===== src/rtl/hazard_collector.sv =====
// Collects up to SLOTS-1 normalized hazard boxes per frame from a valid/ready
// stream and holds the completed frame stable until the consumer acknowledges it.
module hazard_collector #(
    parameter int COORD_W = 11,
    parameter int SLOTS   = 16
) (
    input  logic                       clk,
    input  logic                       rst_n,
    input  logic                       in_valid,
    output logic                       in_ready,
    input  logic                       in_keep,
    input  logic                       in_last,
    input  logic [COORD_W-1:0]         in_top,
    input  logic [COORD_W-1:0]         in_left,
    input  logic [COORD_W-1:0]         in_bottom,
    input  logic [COORD_W-1:0]         in_right,
    output logic                       frame_valid,
    input  logic                       frame_ready,
    output logic [3:0]                 num_hazards,
    output logic [SLOTS*COORD_W-1:0]   top,
    output logic [SLOTS*COORD_W-1:0]   left,
    output logic [SLOTS*COORD_W-1:0]   bottom,
    output logic [SLOTS*COORD_W-1:0]   right,
    output logic                       overflow
);

    typedef enum logic {COLLECT, HOLD} state_t;

    state_t state, state_nxt;

    logic [3:0]         count;
    logic               ovf_q;
    logic [COORD_W-1:0] top_q    [SLOTS];
    logic [COORD_W-1:0] left_q   [SLOTS];
    logic [COORD_W-1:0] bottom_q [SLOTS];
    logic [COORD_W-1:0] right_q  [SLOTS];

    logic               accept;
    logic               handoff;
    logic [COORD_W-1:0] n_top, n_left, n_bottom, n_right;

    assign accept  = in_valid && (state == COLLECT);
    assign handoff = (state == HOLD) && frame_ready;

    always_ff @(posedge clk or negedge rst_n) begin
        if (!rst_n) state <= COLLECT;
        else        state <= state_nxt;
    end

    always_comb begin
        state_nxt   = state;
        in_ready    = 1'b0;
        frame_valid = 1'b0;
        case (state)
            COLLECT: begin
                in_ready = 1'b1;
                if (accept && in_last) state_nxt = HOLD;
            end
            HOLD: begin
                frame_valid = 1'b1;
                if (frame_ready) state_nxt = COLLECT;
            end
            default: state_nxt = COLLECT;
        endcase
    end

    // Boxes may arrive with corners swapped; store them as (min, min, max, max).
    always_comb begin
        n_top    = (in_top  <= in_bottom) ? in_top    : in_bottom;
        n_bottom = (in_top  <= in_bottom) ? in_bottom : in_top;
        n_left   = (in_left <= in_right)  ? in_left   : in_right;
        n_right  = (in_left <= in_right)  ? in_right  : in_left;
    end

    always_ff @(posedge clk or negedge rst_n) begin
        if (!rst_n) begin
            count <= '0;
            ovf_q <= 1'b0;
            for (int unsigned i = 0; i < SLOTS; i++) begin
                top_q[i]    <= '0;
                left_q[i]   <= '0;
                bottom_q[i] <= '0;
                right_q[i]  <= '0;
            end
        end else if (handoff) begin
            count <= '0;
            ovf_q <= 1'b0;
            for (int unsigned i = 0; i < SLOTS; i++) begin
                top_q[i]    <= '0;
                left_q[i]   <= '0;
                bottom_q[i] <= '0;
                right_q[i]  <= '0;
            end
        end else if (accept && in_keep) begin
            // The last slot is never written, so it stays zero for the encoder.
            if (count == 4'(SLOTS - 1)) begin
                ovf_q <= 1'b1;
            end else begin
                top_q[count]    <= n_top;
                left_q[count]   <= n_left;
                bottom_q[count] <= n_bottom;
                right_q[count]  <= n_right;
                count           <= count + 4'd1;
            end
        end
    end

    always_comb begin
        top    = '0;
        left   = '0;
        bottom = '0;
        right  = '0;
        for (int unsigned i = 0; i < SLOTS; i++) begin
            top[i*COORD_W +: COORD_W]    = top_q[i];
            left[i*COORD_W +: COORD_W]   = left_q[i];
            bottom[i*COORD_W +: COORD_W] = bottom_q[i];
            right[i*COORD_W +: COORD_W]  = right_q[i];
        end
    end

    assign num_hazards = count;
    assign overflow    = ovf_q;

endmodule


===== config.mk =====
export PLATFORM = sky130hd
export DESIGN_NAME = hazard_collector
export DESIGN_NICKNAME = d
export VERILOG_FILES = /design/src/rtl/hazard_collector.sv
export SDC_FILE = /design/constraint.sdc
export NUM_CORES = 1
export LEC_CHECK = 0
export ABC_AREA = 1
export ABC_CLOCK_PERIOD_IN_PS = 4900
export CORE_AREA = 2 2 300 302
export CTS_CLUSTER_SIZE = 40
export DETAILED_ROUTE_END_ITERATION = 7
export DIE_AREA = 0 0 302 304
export PLACE_DENSITY_LB_ADDON = 0.25
export SYNTH_ARGS = -nofsm -noshare
export SYNTH_HDL_FRONTEND = slang
export SYNTH_SLANG_ARGS = --single-unit

===== constraint.sdc =====
create_clock -name clk -period 4.9 [get_ports clk]
set_clock_uncertainty 0.2 [all_clocks]
set_input_delay 1.47 -clock clk [delete_from_list [all_inputs] [get_ports clk]]
set_output_delay 1.47 -clock clk [all_outputs]
set_load 0.005 [all_outputs]

After elaboration in Yosys (flattened, before gate mapping)

Cells that the tools add are included.

Shift-type cells: 0
Reductions and logical operators: 9
Eq/ne operators: 2
Div/mod/pow operators: 0
Add/subtract/negate cells: 1
Bitwise logic cells: 2
Order comparisons: 4
Muxes and demuxes: 33
Multipliers: 0

Operator list:

| operator                                                   | number |
|---|---|
| two-way mux 176 bit                                        | 12 |
| bitwise mux 176 bit                                        | 4 |
| two-way mux 11 bit                                         | 5 |
| demux 11 bit (select 4 bit)                                | 1 |
| less-or-equal comparator 11 bit                            | 2 |
| two-way mux 4 bit                                          | 3 |
| two-way mux 1 bit                                          | 7 |
| >= comparator 5 bit, second input constant                 | 1 |
| logical AND 1 bit                                          | 5 |
| less-than comparator 5 x 1 -> 1 bit, second input constant | 1 |
| inverter 4 -> 5 bit                                        | 1 |
| adder 4 x 1 -> 4 bit, second input constant                | 1 |
| == test 4 bit, second input constant                       | 1 |
| AND reduction 2 bit                                        | 2 |
| nonzero test 2 bit                                         | 2 |
| != test 2 bit, second input constant                       | 1 |
| case mux 1 bit (2 select lines)                            | 1 |
| inverter 1 bit                                             | 1 |

Bits in writable memories: 0
Output and inout bits: 711
Logic and storage cells: 118
Bits of input ports: 50
Bits in latches: 0
Flip-flop bits (word level): 710
Memories: 0
Memory bits (read-only): 0

Logic depth before layout (Yosys ltp)

Depth after elaboration: 9
Depth in mapped cells: 14

Least setup slack after synthesis

OpenSTA, ideal clock, no wires.

Kind: input -> register
Start: input in_bottom[10]
End: register bottom_q (netlist bit bottom[100])
Library setup time: 0.118 ns
Required time: 4.582 ns
Arrival: 2.935 ns
Stages: 13
Setup slack: 1.647 ns
Path through: inv_1 -> ha_1 -> nand2_1 -> inv_1 -> nand2_1 -> nor2_1 -> nand3b_1 -> nand2_1 -> buf_2 -> nand2_1 -> buf_2 -> nand3_1 -> nand2_1

Cells in the longest elaborated chain, start to end: 6

Ends and longest elaborated chain:

| element                         | RTL line | text |
|---|---|---|
| start, declared                 | 15       | `input logic [COORD_W-1:0] in_bottom,` |
| less-or-equal comparator 11 bit | 70       | `n_bottom = (in_top <= in_bottom) ? in_bottom : in_top;` |
| two-way mux 11 bit              | 70       |  |
| bitwise mux 176 bit             | 101      | `bottom_q[count] <= n_bottom;` |
| two-way mux 176 bit             | 96       | `if (count == 4'(SLOTS - 1)) begin` |
| two-way mux 176 bit             | 94       | `end else if (accept && in_keep) begin` |
| two-way mux 176 bit             | 85       | `end else if (handoff) begin` |
| end signal, assigned by index   | 101      |  |
| end, declared                   | 35       | `logic [COORD_W-1:0] bottom_q [SLOTS];` |

No other way between the ends. The select of a mux whose other input is x is not followed.
A chain may end at the register's enable or synchronous reset.

Final worst setup path

Start: input in_bottom[10]
End: register top_q (netlist bit top[54])

Cells in the longest elaborated chain, start to end: 6

Ends and longest elaborated chain:

| element                         | RTL line | text |
|---|---|---|
| less-or-equal comparator 11 bit | 69       | `n_top = (in_top <= in_bottom) ? in_top : in_bottom;` |
| two-way mux 11 bit *            | 69       |  |
| bitwise mux 176 bit *           | 99       | `top_q[count] <= n_top;` |
| two-way mux 176 bit *           | 96       |  |
| two-way mux 176 bit *           | 94       |  |
| two-way mux 176 bit *           | 85       |  |
| end signal, assigned by index   | 99       |  |
| end, declared                   | 33       | `logic [COORD_W-1:0] top_q [SLOTS];` |

Every way passes the cells marked *; elsewhere a longest branch is shown, timed or not. The select of a mux whose other input is x is not followed.

==> impl_metrics.tcl <==
set metrics [dict create \
    result_of_the_run "complete, no violations" \
    switchingPower_w 0.00466 \
    placed_cells 5160 \
    drt-initial-drc-count 2723 \
    number_of_hold_violations_in_the_final_report 0 \
    track_usage 0.296 \
    routed-via-count 27200 \
    root_buffer "clkbuf_16" \
    clock_tree.buffer_depth 3 \
    port_buffers 760 \
    timing.critical_path.slowest_stage_cell "clkdlybuf4s50_1" \
    drv_slew 0 \
    setup.worst_path.end_class "flip-flop" \
    antenna_found_initial 6 \
    crit_arrival_ns 4.23 \
    critical_path.startpoint_type "input port" \
    later_pin_clock_latency_in_the_skew_report_ns 0.61 \
    grt_pass1_wl_um 197000 \
    critPathKind "input port to flip-flop" \
    die-area_um2 91800 \
    routed_wl_um 138000 \
    tightestPinTransition_ns 1.16 \
    post-route-worst-setup-slack_ns 0.964 \
    path_max_fanout 15 \
    post_synth.cell_area_avg_um2 8.80 \
    post-route-util 0.464 \
    cts-resized-gates 0 \
    cp_top_family "simple AND/OR/NAND/NOR gates" \
    pwr_cell_area_nw_per_um2 377 \
    grt_start_max_net_pins 97 \
    starting_density 0.327 \
    detailedRoute.firstPassIterationCount 6 \
    final_min_period_over_clock_period 0.803 \
    layout_commonest_cell "nand2_1" \
    rsz0062_at_grt "false" \
    postCtsSetupRepairBufs 0 \
    h-tree-depth 3 \
    sequentialPowerShare 0.413 \
    layout-area-overhead-vs-synth_pct 42.0 \
    place_ws_ns 0.378 \
    tritoncts "built" \
    timing.max_cap.violations 0 \
    worst_ir_drop_vdd_uv 287 \
    ioPinCount 761 \
    clock_power_share 0.411 \
    p_leak_nw 21.2 \
    postSynthNetCount 3381 \
    core_area_um2 89000 \
    timing.setup.tns_ns 0 \
    final_cell_count_no_fill 5309 \
    synthesis.area_um2 29100 \
    worst_path_largest_cell_delay_ns 0.46 \
    sequential_cell_area_um2 17800 \
    cts.hold.buffers_added 0 \
    critPathMostFrequentCell "nand2_1" \
    synth_compound_area_frac 0.00262 \
    final_critical_delay_including_setup_and_external_delays_ns 3.94 \
    post_synth_and_or_nand_nor_area_fraction 0.322 \
    dp_hpwl_um 93900 \
    crit_buf_inv 4 \
    ant_nets 0 \
    die_span_y_um 304 \
    synthesized_instance_count 3305 \
    global_route.overflow_total 0 \
    required_ns 5.19 \
    synthAdderAreaFrac 0.0112 \
    proportion_of_layout_cells_with_a_drive_suffix_above_1 0.0789 \
    cts.sinks 710 \
    grt_pass1_vias 27000 \
    finalWeightedCongestion 0.882 \
    multi_input_comb_area_um2 9890 \
    fill_cells 8496 \
    synthXorXnorAreaFrac 0 \
    synth.ff_latch_count 710 \
    via_count_normalized_by_instance_count 5.12 \
    max_freq_mhz 254 \
    worst_hold_path_type "flip-flop to flip-flop" \
    switching_share 0.299 \
    timing.max_slew.rel_slack 0.223 \
    mostFrequentLayoutCells "1407 x nand2_1, 759 x clkdlybuf4s50_1, 710 x dfrtp_1" \
    wl_per_cell_um 26.1 \
    cell_internal_pwr_w 0.0109 \
    yosys.cell_types.count 26 \
    share_comb_of_total_power 0.176 \
    floorplan.die.width_um 302 \
    yosys-mux-area-fraction 0 \
    clkSlewWorstSetupHoldPaths_ns 0.06 \
    net_count_reported_at_finish 4143 \
    timing.hold.ws_ns 0.277 \
    drc 0 \
    finalSetupViolations 0 \
    synth_top_family_by_area "simple AND/OR/NAND/NOR gates" \
    cts_inserted_buffers 81 \
    path_cells "clkdlybuf4s50_1 -> inv_1 -> ha_1 -> nand2_1 -> inv_1 -> nand2_1 -> nor2_1 -> nand3b_1 -> nand2_1 -> buf_4 -> nand2_1 -> nand3_1 -> nand2_1" \
    ys_seq_area_frac 0.611 \
    rows 110 \
    synth.yosys.warnings 0 \
]
==> per-stage QoR <==
step	total power, W	area (um^2)
finish	0.0156	41300
detailed placement	0.00927	38500
global route	0.0161	41300
floorplan	0.00745	29100
global placement	0.00926	38500
CTS	0.0157	41300
==> worst min-delay path: stages, from the launching register on <==
cell and delay [ns]:
dfrtp_1 0.34, nand2_1 0.05, nand2_1 0.05
==> metal layers <==
layer,GRT usage,vias up,share of wire
li1,-,12000,-
met1,0.379,13500,0.40
met2,0.478,1422,0.47
met3,0.0637,290,0.085
met4,0.135,0,0.048
met5,0,-,0
==> power groups by stage <==
stage	logic, W	clock network (W)	registers [W]
6_report	0.00274	0.00641	0.00644
5_1_grt	0.00290	0.00673	0.00646
4_1_cts	0.00275	0.00650	0.00643
3_5_place_dp	0.00274	0	0.00653
3_3_place_gp	0.00273	0	0.00653
2_1_floorplan	0.000969	0	0.00649
==> final timing paths <==
| kind | startpoint | to | cells after the start | slack [ns] |
|---|---|---|---|---|
| worst max-delay path | in_bottom[10] | top[54]$_DFFE_PN0P_ | 13 | 0.96 |
| worst min-delay path | right[34]$_DFFE_PN0P_ | right[34]$_DFFE_PN0P_ | 2 | 0.28 |
| worst max register to register | num_hazards[2]$_DFFE_PN0P_ | left[58]$_DFFE_PN0P_ | 8 | 2.15 |
| worst min register to register | right[34]$_DFFE_PN0P_ | right[34]$_DFFE_PN0P_ | 2 | 0.28 |
| max in group asynchronous | rst_n | left[89]$_DFFE_PN0P_ | 3 | 2.81 |
| min in group asynchronous | rst_n | bottom[170]$_DFFE_PN0P_ | 1 | 0.61 |
==> layout make-up <==
type	count	share of cell area
flip-flops and latches	710	0.430
clock buffers	114	0.0562
clock inverters	33	0.0114
well taps	1176	0.0356
inverters	113	0.0103
multi-input cells	2253	0.240
diodes	2	0.000121
repair buffers	908	0.217
==> state kept, by name, summed over array words and instances (netlist names) <==
name / count
bottom: 176
left: 176
right: 176
top: 176
num_hazards: 4
overflow: 1
state: 1
==> cells by family (layout without fill, tap and decap cells) <==
family / count (synthesis) / after routing
AND/OR/NAND/NOR: 2213 / 2213
flip-flops: 710 / 710
buffers and inverters: 342 / 1168
adder cells (fa/ha/maj): 26 / 26
AO/OA/AOI/OAI: 14 / 14
other: 0 / 2
==> synthesized netlist by cell type <==
cell         n  share of area
buf_4       22         0.0057
buf_1        5        0.00065
ha_1        26          0.011
nor3b_1      1        0.00026
nor2_1      53         0.0068
buf_2      134          0.023
o21ai_0      2        0.00034
a21boi_0     1        0.00026
nor3_1       1        0.00017
clkbuf_1    66         0.0085
a21oi_1      8         0.0014
buf_6        2        0.00077
nand2_2     10         0.0022
inv_1      111          0.014
inv_2        2        0.00026
nand3b_1     4         0.0010
nand3_2      1        0.00034
a31oi_1      1        0.00022
o21ai_1      1        0.00017
nor2_4       8         0.0031
nor3_2       2        0.00069
a211oi_1     1        0.00026
dfrtp_1    710           0.61
nand3_1    708           0.12
nor2_2      18         0.0039
nand2_1   1407           0.18
(Power assumes the default switching activity.)
